### src/rtl/obc_da_dft_bin.sv
// Bit-serial offset-binary-coded distributed-arithmetic engine computing one real
// DFT component y = sum(c_n * x_n) over an N-sample block, one bit-slice per cycle.
module obc_da_dft_bin #(
    parameter int N  = 16,
    parameter int W  = 16,
    parameter int CW = 16,
    localparam int OW = CW + W + $clog2(N)
) (
    input  logic                  clk,
    input  logic                  rst_n,
    input  logic                  cfg_we,
    input  logic [$clog2(N)-1:0]  cfg_addr,
    input  logic signed [CW-1:0]  cfg_data,
    output logic                  cfg_busy,
    input  logic                  in_valid,
    output logic                  in_ready,
    input  logic [N*W-1:0]        in_data,
    output logic                  out_valid,
    input  logic                  out_ready,
    output logic signed [OW-1:0]  out_data
);
    localparam int AW   = $clog2(N);
    localparam int NP   = N / 2;
    localparam int TW   = CW + 1;
    localparam int QW   = CW + AW + 1;   // slice sum can reach exactly +N*2^(CW-1)
    localparam int KW   = CW + AW;
    localparam int ACCW = OW + 1;
    localparam int CNTW = (W > 1) ? $clog2(W) : 1;

    typedef enum logic [1:0] {IDLE, RUN, DONE} state_t;

    state_t                 state_q, state_d;
    logic signed [CW-1:0]   coef_q [N];
    logic signed [CW-1:0]   coef_d [N];
    logic [W-1:0]           x_q [N];
    logic [W-1:0]           x_d [N];
    logic signed [ACCW-1:0] acc_q, acc_d;
    logic [CNTW-1:0]        cnt_q, cnt_d;
    logic signed [QW-1:0]   term [NP];
    logic signed [QW-1:0]   q_sum;
    logic signed [KW-1:0]   k_sum;
    logic                   sign_slice;
    logic                   accept;

    always_comb begin
        for (int i = 0; i < N; i++) coef_d[i] = coef_q[i];
        if (cfg_we && state_q != RUN) coef_d[cfg_addr] = cfg_data;
    end

    // Offset taken from the post-write coefficients so a write coincident with
    // acceptance is already reflected in the initial accumulator value.
    always_comb begin
        k_sum = '0;
        for (int i = 0; i < N; i++) k_sum = k_sum + KW'(coef_d[i]);
    end

    assign sign_slice = (cnt_q == CNTW'(W - 1));

    for (genvar gi = 0; gi < NP; gi++) begin : g_pair
        logic signed [TW-1:0] ca, cb, entry;
        logic                 bit_a, bit_b;
        assign ca       = TW'(coef_q[2*gi]);
        assign cb       = TW'(coef_q[2*gi+1]);
        assign bit_a    = x_q[2*gi][0];
        assign bit_b    = x_q[2*gi+1][0];
        assign entry    = (bit_a ^ bit_b) ? (ca - cb) : (ca + cb);
        assign term[gi] = (~bit_a ^ sign_slice) ? -QW'(entry) : QW'(entry);
    end

    always_comb begin
        q_sum = '0;
        for (int g = 0; g < NP; g++) q_sum = q_sum + term[g];
    end

    assign in_ready  = (state_q == IDLE) || (state_q == DONE && out_ready);
    assign accept    = in_ready && in_valid;
    assign out_valid = (state_q == DONE);
    assign cfg_busy  = (state_q == RUN);
    assign out_data  = out_valid ? OW'(acc_q >>> 1) : '0;

    always_comb begin
        state_d = state_q;
        acc_d   = acc_q;
        cnt_d   = cnt_q;
        for (int i = 0; i < N; i++) x_d[i] = x_q[i];
        case (state_q)
            RUN: begin
                acc_d = acc_q + (ACCW'(q_sum) <<< cnt_q);
                for (int i = 0; i < N; i++) x_d[i] = x_q[i] >> 1;
                cnt_d = cnt_q + CNTW'(1);
                if (sign_slice) state_d = DONE;
            end
            DONE: begin
                if (out_ready && !in_valid) state_d = IDLE;
            end
            default: ;
        endcase
        if (accept) begin
            for (int i = 0; i < N; i++) x_d[i] = in_data[i*W +: W];
            acc_d   = -ACCW'(k_sum);
            cnt_d   = '0;
            state_d = RUN;
        end
    end

    always_ff @(posedge clk or negedge rst_n) begin
        if (!rst_n) begin
            state_q <= IDLE;
            acc_q   <= '0;
            cnt_q   <= '0;
            for (int i = 0; i < N; i++) begin
                coef_q[i] <= '0;
                x_q[i]    <= '0;
            end
        end else begin
            state_q <= state_d;
            acc_q   <= acc_d;
            cnt_q   <= cnt_d;
            for (int i = 0; i < N; i++) begin
                coef_q[i] <= coef_d[i];
                x_q[i]    <= x_d[i];
            end
        end
    end
endmodule

### config.mk
export PLATFORM = sky130hd
export DESIGN_NAME = obc_da_dft_bin
export DESIGN_NICKNAME = d
export VERILOG_FILES = /design/src/rtl/obc_da_dft_bin.sv
export SDC_FILE = /design/constraint.sdc
export NUM_CORES = 2
export LEC_CHECK = 0
export CELL_PAD_IN_SITES_DETAIL_PLACEMENT = 0
export CELL_PAD_IN_SITES_GLOBAL_PLACEMENT = 1
export CORE_ASPECT_RATIO = 1.75
export CORE_MARGIN = 1.5
export CORE_UTILIZATION = 48
export CTS_CLUSTER_DIAMETER = 30
export CTS_CLUSTER_SIZE = 20
export DETAILED_ROUTE_END_ITERATION = 8
export HOLD_SLACK_MARGIN = 0.03
export PLACE_DENSITY_LB_ADDON = 0.1
export SLEW_MARGIN = 20
export SYNTH_ARGS = -nofsm -noshare
export SYNTH_HDL_FRONTEND = slang
export SYNTH_SLANG_ARGS = --single-unit
export TNS_END_PERCENT = 10
### constraint.sdc
create_clock -name clk -period 12.5 [get_ports clk]
set_clock_uncertainty 0.1 [all_clocks]
set_input_delay 1.875 -clock clk [delete_from_list [all_inputs] [get_ports clk]]
set_output_delay 1.875 -clock clk [all_outputs]
set_load 0.005 [all_outputs]
* After elaboration in Yosys (flattened, before gate mapping) *
Cells that the tools add are included.

word-level totals
  latch bits = 0
  bits in writable memories = 0
  register bits = 555
  input port bits = 281
  bits in read-only memories = 0
  memories kept = 0

cells by class
  multipliers = 0
  order comparisons = 2
  equal/unequal tests = 6
  bitwise logic cells = 25
  reductions and logical operators = 11
  shifts and indexed selects = 1
  divide/modulo/power cells = 0
  multiplexer cells = 31
  add/sub/neg operators = 49

operators by type and width
  cell                                           count
  two-way mux 256 bit                            3
  bitwise mux 256 bit                            1
  adder 20 x 16 -> 20 bit                        11
  two-way mux 21 bit                             8
  negation 17 -> 21 bit                          8
  adder 16 x 16 -> 17 bit                        9
  adder 21 bit                                   7
  two-way mux 17 bit                             8
  subtractor 16 x 16 -> 17 bit                   8
  two-way mux 37 bit                             2
  demux 16 bit (select 4 bit)                    1
  adder 37 bit                                   1
  negation 20 -> 37 bit                          1
  <<< shifter 21 x 4 -> 37 bit                   1
  two-way mux 36 bit                             1
  adder 19 x 16 -> 20 bit                        1
  adder 18 x 16 -> 19 bit                        1
  adder 17 x 16 -> 18 bit                        1
  two-way mux 16 bit                             1
  bitwise XOR 1 bit                              16
  two-way mux 4 bit                              2
  inverter 1 bit                                 8
  two-way mux 2 bit                              3
  != test 3 x 1 -> 1 bit, second input constant  2
  16 further kinds                               20

* Longest topological paths before layout *
  depth after elaboration = 24
  gate-level depth with buffers = 52
  mapped depth without buffers = 51

* Least setup slack after synthesis *
No wires, ideal clock.

  path kind = register to register
  start = register coef_q[36] in the netlist's numbering
  end = register acc_q[36]
  buffers on the path = 1
  arrival = 10.606 ns
  stages on the path, launching flop included = 48
  setup time = 0.148 ns
  setup slack = 1.646 ns
  cell sequence = dfrtp_1 nor4_1 nand2b_1 o31ai_1 xor2_1 ha_1 clkbuf_1 o21a_1 o21a_1 a31oi_1 o21ai_0 xor2_1 or4_1 or2_1 nor2_1 nand2_1 nor2_1 nor2_1 [12 not listed] xnor3_1 xnor3_1 mux4_2 mux2i_1 ha_1 o211ai_1 a21oi_1 a211oi_1 nor3_1 a21oi_1 o21ai_0 a31oi_1 o21ai_0 o31a_1 o22ai_1 xor2_1 a21bo_1 a31oi_1

between the ends
  word-level cells in the longest chain between the ends = 10
  elaborated cells between the ends (all ways) = 17
  those cells by class = 10 x add/sub; 1 x shift; 6 x mux

RTL lines
  what                                                                            line  source
  start: declaration                                                              33    logic signed [CW-1:0] coef_q [N];
  start signal: indexed assignment                                                120   coef_q[i] <= coef_d[i];
  adder 16 x 16 -> 17 bit / subtractor 16 x 16 -> 17 bit (equally long branches)  66    assign entry = (bit_a ^ bit_b) ? (ca - cb) : (ca + cb);
  two-way mux 17 bit                                                              66
  negation 17 -> 21 bit                                                           67    assign term[gi] = (~bit_a ^ sign_slice) ? -QW'(entry) : QW'(entry);
  two-way mux 21 bit                                                              67
  adder 21 bit (2 in a row)                                                       72    for (int g = 0; g < NP; g++) q_sum = q_sum + term[g];
  <<< shifter 21 x 4 -> 37 bit                                                    88    acc_d = acc_q + (ACCW'(q_sum) <<< cnt_q);
  adder 37 bit                                                                    88
  two-way mux 37 bit                                                              86    case (state_q)
  two-way mux 37 bit (*)                                                          98    if (accept) begin
  end signal: assignment                                                          109   acc_q <= '0;
  end signal: assignment                                                          117   acc_q <= acc_d;
  end: declaration                                                                37    logic signed [ACCW-1:0] acc_q, acc_d;

Every way passes the cells marked *; elsewhere a longest branch is shown, timed or not. The select of a mux whose other input is x is not followed.
A chain may end at the register's enable or synchronous reset.

* Worst setup path in the final report *
  start = register x_q (netlist bit g_pair[7].bit_a)
  end = register acc_q[36]

between the ends
  word-level cells in the longest chain between the ends = 9
  elaborated cells between the ends (all ways) = 11
  those cells by class = 3 x add/sub; 1 x shift; 4 x mux; 3 x bitwise

RTL lines
  what                              line  source
  start: declaration                35    logic [W-1:0] x_q [N];
  start signal: indexed assignment  121   x_q[i] <= x_d[i];
  bitwise XOR 1 bit                 66
  two-way mux 17 bit                66
  negation 17 -> 21 bit             67
  two-way mux 21 bit (*)            67
  adder 21 bit (*)                  72
  <<< shifter 21 x 4 -> 37 bit (*)  88
  adder 37 bit (*)                  88
  two-way mux 37 bit (*)            86
  two-way mux 37 bit (*)            98

Marks and branches as above.

==> flow_metrics.py <==
metrics = {
    "setup_path": {
        "required_ns": 13.06,
        "startpoint_type": "flop",
        "crit_slowest_cell": "fa_1",
        "cp_max_fo": 6,
        "critPathArrivalTime_ns": 12.41,
        "crit_path_max_incr_delay_ns": 0.55,
        "endpoint_kind": "flop",
        "worstSetupPathType": "reg -> reg",
    },
    "synth": {
        "synth.area.mux_share_pct": 12.01,
        "synthAdderAreaFrac_pct": 21.14,
        "async_flop_share_pct": 100.0,
        "syn_inst": 5158,
        "syn_nets": 6048,
        "synth-compound-area-share_pct": 13.69,
        "synth_seq_cells": 555,
        "yosysSeqAreaShare_pct": 28.44,
        "synth_ff_type": "dfrtp_1",
        "synth_top_family_by_area": "adder cells",
        "syn-cell-area_um2": 48830,
        "yosys.area.top_type_share_pct": 28.44,
        "synth-edff-count": 0,
        "synthTopCellsByArea": "dfrtp_1 28%, fa_1 15%, mux2i_1 6.5%, ha_1 6.4%, mux2_2 5.4%",
        "syn_avg_cell_area_um2": 9.466,
        "synth_xor_area_share_pct": 8.041,
        "synth-simple-area-share_pct": 10.88,
        "yosys.area.top_type": "dfrtp_1",
        "ys_types": 100,
        "yosys_warnings": 0,
        "synth_common_cells": "555 x dfrtp_1, 546 x inv_1, 474 x nand2_1, 407 x o21ai_0, 360 x fa_1",
        "yosysMostFrequentCell": "dfrtp_1",
    },
    "sta": {
        "relSlewSlack_pct": 20.69,
        "hold_slack_ns": 0.3994,
        "min_period_ns": 11.85,
        "setup_viol": 0,
        "final-hold-violation-count": 0,
        "tightest_slew_ns": 1.186,
        "fmax_ghz": 0.08438,
        "setup_tns_ns": 0,
        "drv_slew": 0,
        "fin_crit_sh_pct": 94.80,
    },
    "route": {
        "ant_nets": 0,
        "drc_errors": 0,
        "vias": 39030,
        "via_per_inst": 5.636,
        "drt_iter0_markers": 2239,
        "drtPass1Iterations": 7,
        "avgRoutedWirePerCell_um": 25.18,
        "drt-total-wl_mm": 174.4,
    },
    "flow_run": {
        "maxCapViolCount": 0,
    },
    "clocking": {
        "cts_hold_buffers": 0,
        "clk_pin_slew_worst_paths_ns": 0.05,
        "insertion_delay_ns": 0.74,
        "ctsHtreeMaxLevel": 3,
        "cts_tree": "yes",
        "clkSinkCount": 555,
        "cts-root-buf": "clkbuf_16",
        "cts_made_buffers": 109,
        "cts_buffer_depth": 3,
    },
    "floorplan": {
        "die-area_um2": 103700,
        "rows": 154,
        "fp.dieH_um": 424.9,
        "io_pins": 320,
        "die_w_um": 244.1,
        "core_area_um2": 100800,
        "initial_core_util_pct": 48.45,
    },
    "placement": {
        "place_hpwl_mm": 140.9,
        "io_buffers": 319,
        "placed_cell_area_um2": 53860,
        "place_congestion": 1.066,
    },
    "grt": {
        "grt_overflow": 0,
        "grt_start_max_net_pins": 269,
        "grt_pass1_vias": 40630,
        "grt.total_usage_pct": 34.06,
        "grt_pass1_wl_mm": 258.1,
        "antenna_found_initial": 13,
    },
    "worst_hold_path": {
        "hold_class": "reg -> reg",
    },
    "cells_and_area": {
        "final_area_um2": 58100,
        "fillers": 9095,
        "final_core_utilization_pct": 57.65,
        "drive_above_1_share_pct": 11.31,
        "nets": 6393,
        "area_delta_synth_final_pct": 18.98,
    },
    "run_status": {
        "outcome": "finished clean",
    },
}
layer usage:
layer  share of wire [%]  wire (um)  GRT usage, %
met1                  36      62210         36.19
met2                  50      86540         58.85
met3                 4.7       8266         5.573
met4                 9.9      17280         28.84
met5               0.059        103             0
sequential cells by signal, indices dropped and copies added (netlist names):
signal	cells
cnt_q	4
state_q	2
acc_q	37
x_q	240
g_pair.bit_b	8
coef_q	256
g_pair.bit_a	8
final timing paths:
| path | start | end | cells after the start | slack [ns] |
|---|---|---|---|---|
| hold reg to reg | x_q[95]$_DFFE_PN0P_ | x_q[95]$_DFFE_PN0P_ | 2 | 0.40 |
| setup reg to reg | g_pair[7].bit_a$_DFFE_PN0P_ | acc_q[36]$_DFFE_PN0P_ | 43 | 0.65 |
| setup / recovery | g_pair[7].bit_a$_DFFE_PN0P_ | acc_q[36]$_DFFE_PN0P_ | 43 | 0.65 |
| hold / removal | x_q[95]$_DFFE_PN0P_ | x_q[95]$_DFFE_PN0P_ | 2 | 0.40 |
| min in group asynchronous | rst_n | x_q[154]$_DFFE_PN0P_ | 1 | 0.93 |
| max in group asynchronous | rst_n | coef_q[71]$_DFF_PN0_ | 3 | 9.15 |
placed cells by master, fill, tap and decap left out, types with 248 or more instances in the layout:
| cell type | Yosys | final |
|---|---|---|
| fa_1 | 360 | 360 |
| clkdlybuf4s50_1 | 0 | 317 |
| o21ai_0 | 407 | 405 |
| nand2_1 | 474 | 473 |
| xnor2_1 | 264 | 257 |
| a21oi_1 | 286 | 282 |
| ha_1 | 249 | 248 |
| nor2_1 | 256 | 256 |
| inv_1 | 546 | 546 |
| mux2i_1 | 318 | 318 |
| dfrtp_1 | 555 | 555 |
cell type report:
type                            count  area (um^2)  share of cell area [%]
Tap cell                         1326         1659                   2.856
Clock buffer                      126         2912                   5.012
Sequential cell                   555        13890                   23.91
Antenna cell                        2        5.005                0.008615
Multi-Input combinational cell   3851        32360                   55.71
Clock inverter                     80         1074                   1.848
Timing Repair Buffer              437         4133                   7.114
Inverter                          549         2061                   3.547
worst max-delay path: cells and delay by family (launching register included):
family	cells	cell delay, ns
muxes	2	0.85
DFF	1	0.50
and+or+nand+nor	7	1.24
buffers and inverters	2	0.12
adders and majority gates	7	3.24
AOI/OAI and AO/OA	20	4.44
xor gates and xnor gates	5	1.24
per-stage QoR:
step	setup WS, ns	cells
floorplan	1.646	5158
global placement	0.2791	6717
detailed placement	0.3362	6717
CTS	0.2318	6923
global route	-0.01094	6924
finish	0.6495	6926
kinds of logic after synthesis:
group	after synthesis
compound gates	1104
xor+xnor	441
fa+ha+maj	609
buf+inv	752
flops	555
mux	553
simple gates	1144
repair_timing:
item | CTS | global route
buffers inserted | 0 | 1
setup endpoints to repair | 0 | 9
gates resized for setup | 0 | 38
Power is left out: the tool's default activity adds up to more than one toggle a clock period on the data nets, which glitch-free logic cannot reach.
